### config.mk
export PLATFORM = sky130hd
export DESIGN_NAME = csa_tree_acc_pipe_flat
export DESIGN_NICKNAME = d
export VERILOG_FILES = /design/src/rtl/csa_tree_acc_pipe_if.sv /design/src/rtl/csa_tree_acc_pipe.sv /design/src/flat_wrapper.sv
export SDC_FILE = /design/constraint.sdc
export NUM_CORES = 2
export LEC_CHECK = 0
export ABC_AREA = 1
export BUFFER_PORTS_ARGS = -buffer_cell sky130_fd_sc_hd__buf_2
export CORE_AREA = 2 2 623 625
export DETAILED_ROUTE_END_ITERATION = 10
export DIE_AREA = 0 0 625 627
export SETUP_SLACK_MARGIN = 0.2
export SYNTH_ARGS = -nofsm -noshare
export SYNTH_HDL_FRONTEND = slang
export SYNTH_SLANG_ARGS = --single-unit
### constraint.sdc
create_clock -name clk_sq -period 3 [get_ports clk_sq]
set_clock_uncertainty 0.15 [all_clocks]
set_input_delay 0.6 -clock clk_sq [delete_from_list [all_inputs] [get_ports clk_sq]]
set_output_delay 0.6 -clock clk_sq [all_outputs]
set_load 0.01 [all_outputs]
### src/rtl/csa_tree_acc_pipe_if.sv
// Beat/result bundle for csa_tree_acc_pipe: operand beat with group flags in, carry-save result out.
interface csa_tree_acc_pipe_if #(
    parameter int NUM_IN = 66,
    parameter int WIDTH  = 23,
    parameter int CNT_W  = 8
);
    logic                         in_valid;
    logic                         in_first;
    logic                         in_last;
    logic                         acc_mode;
    logic [NUM_IN-1:0][WIDTH-1:0] in_data;

    logic                         out_valid;
    logic [WIDTH-1:0]             out_c;
    logic [WIDTH-1:0]             out_s;
    logic [CNT_W-1:0]             out_beats;
    logic                         err_restart;

    modport master (
        output in_valid, in_first, in_last, acc_mode, in_data,
        input  out_valid, out_c, out_s, out_beats, err_restart
    );

    modport slave (
        input  in_valid, in_first, in_last, acc_mode, in_data,
        output out_valid, out_c, out_s, out_beats, err_restart
    );
endinterface

### src/rtl/csa_tree_acc_pipe.sv
// Pipelined 3:2 CSA tree reducing NUM_IN operands to a carry/sum pair, merged with a carry-save group accumulator.
// Latency ceil((L+2)/LPS) cycles, one beat per cycle with no bubbles.
// No backpressure: every valid beat is accepted and its result is presented as a one-cycle pulse.
module csa_tree_acc_pipe #(
    parameter int NUM_IN = 66,
    parameter int WIDTH  = 23,
    parameter int LPS    = 4,
    parameter int CNT_W  = 8
) (
    input  logic               clk_sq,
    input  logic               reset_sq,
    csa_tree_acc_pipe_if.slave bus
);

    function automatic int lvl_cnt(input int lvl);
        int n = NUM_IN;
        for (int i = 0; i < lvl; i++) begin
            n = 2 * (n / 3) + n % 3;
        end
        return n;
    endfunction

    function automatic int num_levels();
        int n = NUM_IN;
        int k = 0;
        while (n > 2) begin
            n = 2 * (n / 3) + n % 3;
            k++;
        end
        return k;
    endfunction

    function automatic logic [WIDTH-1:0] csa_s(input logic [WIDTH-1:0] a, b, c);
        return a ^ b ^ c;
    endfunction

    // Carry is weighted one bit up; the bit shifted past the MSB is dropped (mod 2^WIDTH).
    function automatic logic [WIDTH-1:0] csa_c(input logic [WIDTH-1:0] a, b, c);
        return ((a & b) | (a & c) | (b & c)) << 1;
    endfunction

    localparam int L    = num_levels();
    // Level boundaries p = LPS, 2*LPS, ... up to L+1 carry a register; the output register follows level L+2.
    localparam int NCUT = (L + 1) / LPS;

    typedef struct packed {
        logic vld;
        logic first;
        logic last;
        logic mode;
    } flag_t;

    for (genvar l = 0; l <= L; l++) begin : gen_lvl
        localparam int N = lvl_cnt(l);
        logic [WIDTH-1:0] v [N];

        if (l == 0) begin : g_src
            for (genvar k = 0; k < NUM_IN; k++) begin : g_op
                assign v[k] = bus.in_data[k];
            end
        end else begin : g_csa
            localparam int NP = lvl_cnt(l - 1);
            localparam int NG = NP / 3;
            logic [WIDTH-1:0] v_d [N];

            always_comb begin
                for (int g = 0; g < NG; g++) begin
                    v_d[2*g]   = csa_s(gen_lvl[l-1].v[3*g], gen_lvl[l-1].v[3*g+1], gen_lvl[l-1].v[3*g+2]);
                    v_d[2*g+1] = csa_c(gen_lvl[l-1].v[3*g], gen_lvl[l-1].v[3*g+1], gen_lvl[l-1].v[3*g+2]);
                end
                for (int r = 0; r < NP % 3; r++) begin
                    v_d[2*NG+r] = gen_lvl[l-1].v[3*NG+r];
                end
            end

            if (l % LPS == 0) begin : g_reg
                logic [WIDTH-1:0] v_q [N];
                always_ff @(posedge clk_sq) begin
                    v_q <= v_d;
                end
                assign v = v_q;
            end else begin : g_wire
                assign v = v_d;
            end
        end
    end

    // A cut landing inside the 4:2 merge is realised as a plain delay of the tree pair,
    // so the accumulator feedback always closes within the output segment.
    logic [WIDTH-1:0] pr [2];
    if ((L + 1) % LPS == 0) begin : g_pair_reg
        logic [WIDTH-1:0] pr_q [2];
        always_ff @(posedge clk_sq) begin
            pr_q <= gen_lvl[L].v;
        end
        assign pr = pr_q;
    end else begin : g_pair_wire
        assign pr = gen_lvl[L].v;
    end

    flag_t fl_d;
    flag_t fin;
    assign fl_d = {bus.in_valid, bus.in_first, bus.in_last, bus.acc_mode};

    if (NCUT == 0) begin : g_fl_wire
        assign fin = fl_d;
    end else begin : g_fl_pipe
        flag_t fl_q [NCUT];
        always_ff @(posedge clk_sq) begin
            if (reset_sq) begin
                for (int i = 0; i < NCUT; i++) begin
                    fl_q[i] <= '0;
                end
            end else begin
                fl_q[0] <= fl_d;
                for (int i = 1; i < NCUT; i++) begin
                    fl_q[i] <= fl_q[i-1];
                end
            end
        end
        assign fin = fl_q[NCUT-1];
    end

    logic [WIDTH-1:0] acc_c_q, acc_c_d;
    logic [WIDTH-1:0] acc_s_q, acc_s_d;
    logic [CNT_W-1:0] beat_cnt_q, beat_cnt_d;
    logic             grp_open_q, grp_open_d;
    logic             err_q, err_d;
    logic             out_valid_q, out_valid_d;
    logic [WIDTH-1:0] out_c_q, out_c_d;
    logic [WIDTH-1:0] out_s_q, out_s_d;
    logic [CNT_W-1:0] out_beats_q, out_beats_d;

    logic             use_acc;
    logic [WIDTH-1:0] a_c, a_s;
    logic [WIDTH-1:0] m1_s, m1_c, m_s, m_c;
    logic [CNT_W-1:0] cnt_base, cnt_inc;

    always_comb begin
        use_acc  = fin.mode && !fin.first && grp_open_q;
        a_c      = use_acc ? acc_c_q : '0;
        a_s      = use_acc ? acc_s_q : '0;
        m1_s     = csa_s(pr[0], pr[1], a_c);
        m1_c     = csa_c(pr[0], pr[1], a_c);
        m_s      = csa_s(m1_s, m1_c, a_s);
        m_c      = csa_c(m1_s, m1_c, a_s);
        cnt_base = (fin.first || !grp_open_q) ? '0 : beat_cnt_q;
        cnt_inc  = (&cnt_base) ? cnt_base : cnt_base + 1'b1;

        acc_c_d     = acc_c_q;
        acc_s_d     = acc_s_q;
        beat_cnt_d  = beat_cnt_q;
        grp_open_d  = grp_open_q;
        err_d       = err_q;
        out_valid_d = 1'b0;
        out_c_d     = out_c_q;
        out_s_d     = out_s_q;
        out_beats_d = out_beats_q;

        if (fin.vld) begin
            if (!fin.mode) begin
                // Independent beat; any open group is left as it is.
                out_valid_d = 1'b1;
                out_c_d     = m_c;
                out_s_d     = m_s;
                out_beats_d = CNT_W'(1);
            end else begin
                if (fin.first && grp_open_q) begin
                    err_d = 1'b1;
                end
                if (fin.last) begin
                    out_valid_d = 1'b1;
                    out_c_d     = m_c;
                    out_s_d     = m_s;
                    out_beats_d = cnt_inc;
                    acc_c_d     = '0;
                    acc_s_d     = '0;
                    beat_cnt_d  = '0;
                    grp_open_d  = 1'b0;
                end else begin
                    acc_c_d     = m_c;
                    acc_s_d     = m_s;
                    beat_cnt_d  = cnt_inc;
                    grp_open_d  = 1'b1;
                end
            end
        end
    end

    always_ff @(posedge clk_sq) begin
        if (reset_sq) begin
            acc_c_q     <= '0;
            acc_s_q     <= '0;
            beat_cnt_q  <= '0;
            grp_open_q  <= 1'b0;
            err_q       <= 1'b0;
            out_valid_q <= 1'b0;
            out_c_q     <= '0;
            out_s_q     <= '0;
            out_beats_q <= '0;
        end else begin
            acc_c_q     <= acc_c_d;
            acc_s_q     <= acc_s_d;
            beat_cnt_q  <= beat_cnt_d;
            grp_open_q  <= grp_open_d;
            err_q       <= err_d;
            out_valid_q <= out_valid_d;
            out_c_q     <= out_c_d;
            out_s_q     <= out_s_d;
            out_beats_q <= out_beats_d;
        end
    end

    assign bus.out_valid   = out_valid_q;
    assign bus.out_c       = out_c_q;
    assign bus.out_s       = out_s_q;
    assign bus.out_beats   = out_beats_q;
    assign bus.err_restart = err_q;

endmodule

### src/flat_wrapper.sv
// flat-port wrapper written by rule: the top's interface ports become plain ports
module csa_tree_acc_pipe_flat 
#(
    parameter int NUM_IN = 66,
    parameter int WIDTH  = 23,
    parameter int LPS    = 4,
    parameter int CNT_W  = 8
)
  (clk_sq, reset_sq, bus_in_valid, bus_in_first, bus_in_last, bus_acc_mode, bus_in_data, bus_out_valid, bus_out_c, bus_out_s, bus_out_beats, bus_err_restart);
  csa_tree_acc_pipe_if #(.NUM_IN(NUM_IN), .WIDTH(WIDTH), .CNT_W(CNT_W)) bus_i ();
  input  logic clk_sq;
  input  logic reset_sq;
  input wire logic [$bits(bus_i.in_valid)-1:0] bus_in_valid;
  input wire logic [$bits(bus_i.in_first)-1:0] bus_in_first;
  input wire logic [$bits(bus_i.in_last)-1:0] bus_in_last;
  input wire logic [$bits(bus_i.acc_mode)-1:0] bus_acc_mode;
  input wire logic [$bits(bus_i.in_data)-1:0] bus_in_data;
  output wire logic [$bits(bus_i.out_valid)-1:0] bus_out_valid;
  output wire logic [$bits(bus_i.out_c)-1:0] bus_out_c;
  output wire logic [$bits(bus_i.out_s)-1:0] bus_out_s;
  output wire logic [$bits(bus_i.out_beats)-1:0] bus_out_beats;
  output wire logic [$bits(bus_i.err_restart)-1:0] bus_err_restart;
  assign bus_i.in_valid = bus_in_valid;
  assign bus_i.in_first = bus_in_first;
  assign bus_i.in_last = bus_in_last;
  assign bus_i.acc_mode = bus_acc_mode;
  assign bus_i.in_data = bus_in_data;
  assign bus_out_valid = bus_i.out_valid;
  assign bus_out_c = bus_i.out_c;
  assign bus_out_s = bus_i.out_s;
  assign bus_out_beats = bus_i.out_beats;
  assign bus_err_restart = bus_i.err_restart;
  csa_tree_acc_pipe #(.NUM_IN(NUM_IN), .WIDTH(WIDTH), .LPS(LPS), .CNT_W(CNT_W)) u_core (.clk_sq(clk_sq), .reset_sq(reset_sq), .bus(bus_i));
endmodule
==> summary.md <==
| Metric | Value |
|---|---|
| Fmax | 327 MHz |
| Placed inst area | 0.0669 mm² |
| Post-route setup slack | -0.0589 ns |
| Grt ovf | 0 |
| Number of global-route vias before repair | 40300 |
| CTS sink count | 515 |
| Mapped Avg Cell Area | 10.8 µm² |
| Slew of the pin with the lowest slew margin | 0.998 ns |
| HP Class | primary input to register |
| Syn Nets | 7513 |
| Cells after DPL | 11400 |
| Vias per std cell | 3.07 |
| Combinational power share | 73.1% |
| Net switching power | 40.1 mW |
| HPWL after DPL | 259 mm |
| Static Leak | 35.0 nW |
| Critical-path top delay cell | fa_2 |
| Sequential share of power | 15.3% |
| Setup TNS | -0.193 ns |
| CTS Buf Count | 78 |
| Family with the most delay on the worst path | adder cells |
| Synth-to-Final Area Change | 42.7% |
| Finish-stage setup viols | 6 |
| Placer congestion estimate | 0.939 |
| H-tree Lvls | 3 |
| Yosys top cell area share | 56.3% |
| Reg2Reg Setup Slack | -0.06 ns |
| Part of the cycle the worst path needs | 102% |
| # Max-Cap Violations | 0 |
| Design Area, Final | 0.0703 mm² |
| Post-Syn Instances | 4559 |
| FF/Latch Area | 0.0104 mm² |
| Die width | 625 µm |
| Distinct cells, synth | 34 |
| Fin crit period | 3.06 ns |
| Port Buffers | 1578 |
| Average wire per standard cell | 23.7 µm |
| Worst-path clk slew | 0.06 ns |
| CTS tree | built |
| Cell Chain, Critical Path | buf_6, fa_1, inv_2, fa_2, clkinvlp_4, fa_2, fa_2 |
| Skew-Pair Late Insertion Delay | 0.81 ns |
| DR iter-0 viols | 1350 |
| Worst vdd ir | 0.743 mV |
| WP data required | 3.47 ns |
| Hold WS | 0.104 ns |
| Post-synthesis register bit count | 515 |
| Synth Cell Area | 0.0492 mm² |
| Critical Path Max Stage Delay | 0.83 ns |
| GRT Util Overall | 13.9% |
| Switching portion of total power | 48.8% |
| Register area share after synthesis | 20.9% |
| WHS Path Cells | 3 |
| Layout cells sized above 1 | 35.5% |
| PwrDens | 1170 mW/mm² |
| WP data arrival | 3.53 ns |
| CP dominant cell by count | fa_2 |
| Int Pwr | 42.1 mW |
| Clock share of power | 11.6% |
| Final Hold Vio Count | 0 |
| Violated checks | setup timing |
| CP Capture Type | register |
| Io pins | 1580 |
| Largest area contributor in the netlist | fa_1 |
| Maximum root-to-sink buffer count | 4 |
| Finished Layout Cells | 11600 |
| Antenna viol nets, final | 0 |
| Synth top area cells | fa_1 56%, dfxtp_1 21%, inv_1 15% |
| Slew headroom | 33.5% |
| Largest net degree at the start of global routing | 72 |
| Die area | 0.392 mm² |
| Initial antenna violation count | 183 |
| Multi-input gate area | 0.0321 mm² |
| First-pass GRT wire length | 356 mm |
| Die Ht | 627 µm |
| RSZ-0062 raised after global routing | true |
| Commonest non-fill, non-tap cell in the layout | inv_1 |
| Outcome | finished with violations |
| Initial core utilization | 12.8% |
| Layout Nets | 9354 |
| Instance count on the critical path | 7 |
| Critical Path Fanout Max | 1 |
| Clock root cell | clkbuf_16 |
| Yosys Warn Count | 0 |
| Crit start category | primary input |
| DRC viols | 0 |
| Filler Cell Count | 42700 |
| Buf/Inv on CP | 3 |
| Most frequent cells in the layout | 1791 x inv_1, 1575 x buf_2, 1254 x fa_1, 456 x dfxtp_1, 247 x nand2_1 |
| Vias | 35500 |
| Max Slew Vio Count | 0 |
| Drt pass-1 iters | 7 |
| Row cnt | 228 |
| Total Power | 82.1 mW |
| Total core area | 0.385 mm² |
| Wirelength, routed | 274 mm |
| CP Class | primary input to register |
| Reg2reg path depth | 9 |
## routing by layer
metal | track usage [%] | share of wire (%)
met1 | 13.0 | 31
met4 | 3.53 | 2.9
met2 | 29.3 | 60
met3 | 3.08 | 5.8
met5 | 0 | 0.19
## Yosys cell counts (all sizes together)
library cell / count
inv: 1912
fa: 1386
dfxtp: 515
nand2: 267
nor2: 136
a21oi: 63
xnor2: 63
o21ai: 48
ha: 44
nand3: 33
xor2: 33
clkbuf: 32
buf: 6
nand3b: 5
o21a: 4
nor3: 3
or2: 3
nand4: 2
a31oi: 1
and2: 1
clkinv: 1
conb: 1
## worst paths after layout
path                                              start                                      to
setup / recovery                       bus_in_data[750]  u_core.gen_lvl[4].g_csa.g_reg.v_q[221]
hold / removal                        bus_in_data[1477]   u_core.gen_lvl[4].g_csa.g_reg.v_q[28]
setup reg to reg  u_core.gen_lvl[8].g_csa.g_reg.v_q[43]                    u_core.bus.out_s[20]
hold reg to reg   u_core.gen_lvl[4].g_csa.g_reg.v_q[14]   u_core.gen_lvl[8].g_csa.g_reg.v_q[14]
## worst reg2reg max path, cell delays in order, from the launching register on
cell and delay [ns]:
dfxtp_2 0.32, fa_1 0.55, inv_1 0.06, fa_2 0.54
buf_12 0.13, inv_4 0.04, fa_2 0.54, fa_2 0.50
o21ai_2 0.15, nor2_1 0.05
## cells by family (layout without fill, tap and decap cells)
kind of cell,after synthesis,after routing,synth area share (%)
other cells,1,78,0.00762
compound gates,116,116,1.25
fa+ha+maj,1430,1430,57.5
flops,515,515,20.9
xor+xnor,96,96,1.71
simple gates,450,450,3.69
buf+inv,1951,3844,14.9
## state kept, by name, indices dropped and copies added, names as in the netlist
name and cells:
u_core.gen_lvl.g_csa.g_reg.v_q 398, u_core.acc_s_q 23, u_core.bus.out_s 23, u_core.acc_c_q 22, u_core.bus.out_c 22, u_core.beat_cnt_q 8, u_core.bus.out_beats 8, u_core.g_fl_pipe.fl_q 8
u_core.bus.err_restart 1, u_core.bus.out_valid 1, u_core.grp_open_q 1
## power by group through the flow
stage          clock (mW)  sequential, mW  combinational, mW
2_1_floorplan           0            12.1               28.5
3_3_place_gp            0            12.7               59.5
3_5_place_dp            0            12.7               60.5
4_1_cts              10.0            12.7               63.3
5_1_grt              10.2            13.0               70.4
6_report             9.51            12.6               60.1
## final cells by class
type	instances	share of cell area, %
diodes	77	0.274
clock inverters	40	0.662
multi-input cells	2093	45.7
clock buffers	92	2.93
flip-flops and latches	515	14.8
repair buffers	1799	15.8
well taps	5060	9.01
inverters	1913	10.9
## stage by stage
step	utilization, %	setup slack (ns)
3_3_place_gp	17.4	-1.44
3_5_place_dp	17.4	-1.44
5_1_grt	18.2	-0.137
6_report	18.3	-0.0589
4_1_cts	18.1	-0.245
2_1_floorplan	-	0.00519
## repair_timing
item	CTS	global route
setup endpoints to repair	110	113
pin swaps	65	76
hold endpoints to repair	8	0
resized for setup	186	117
hold buffers	9	0
setup buffers	1	1
Note: power is estimated with default switching activity, not from simulation.
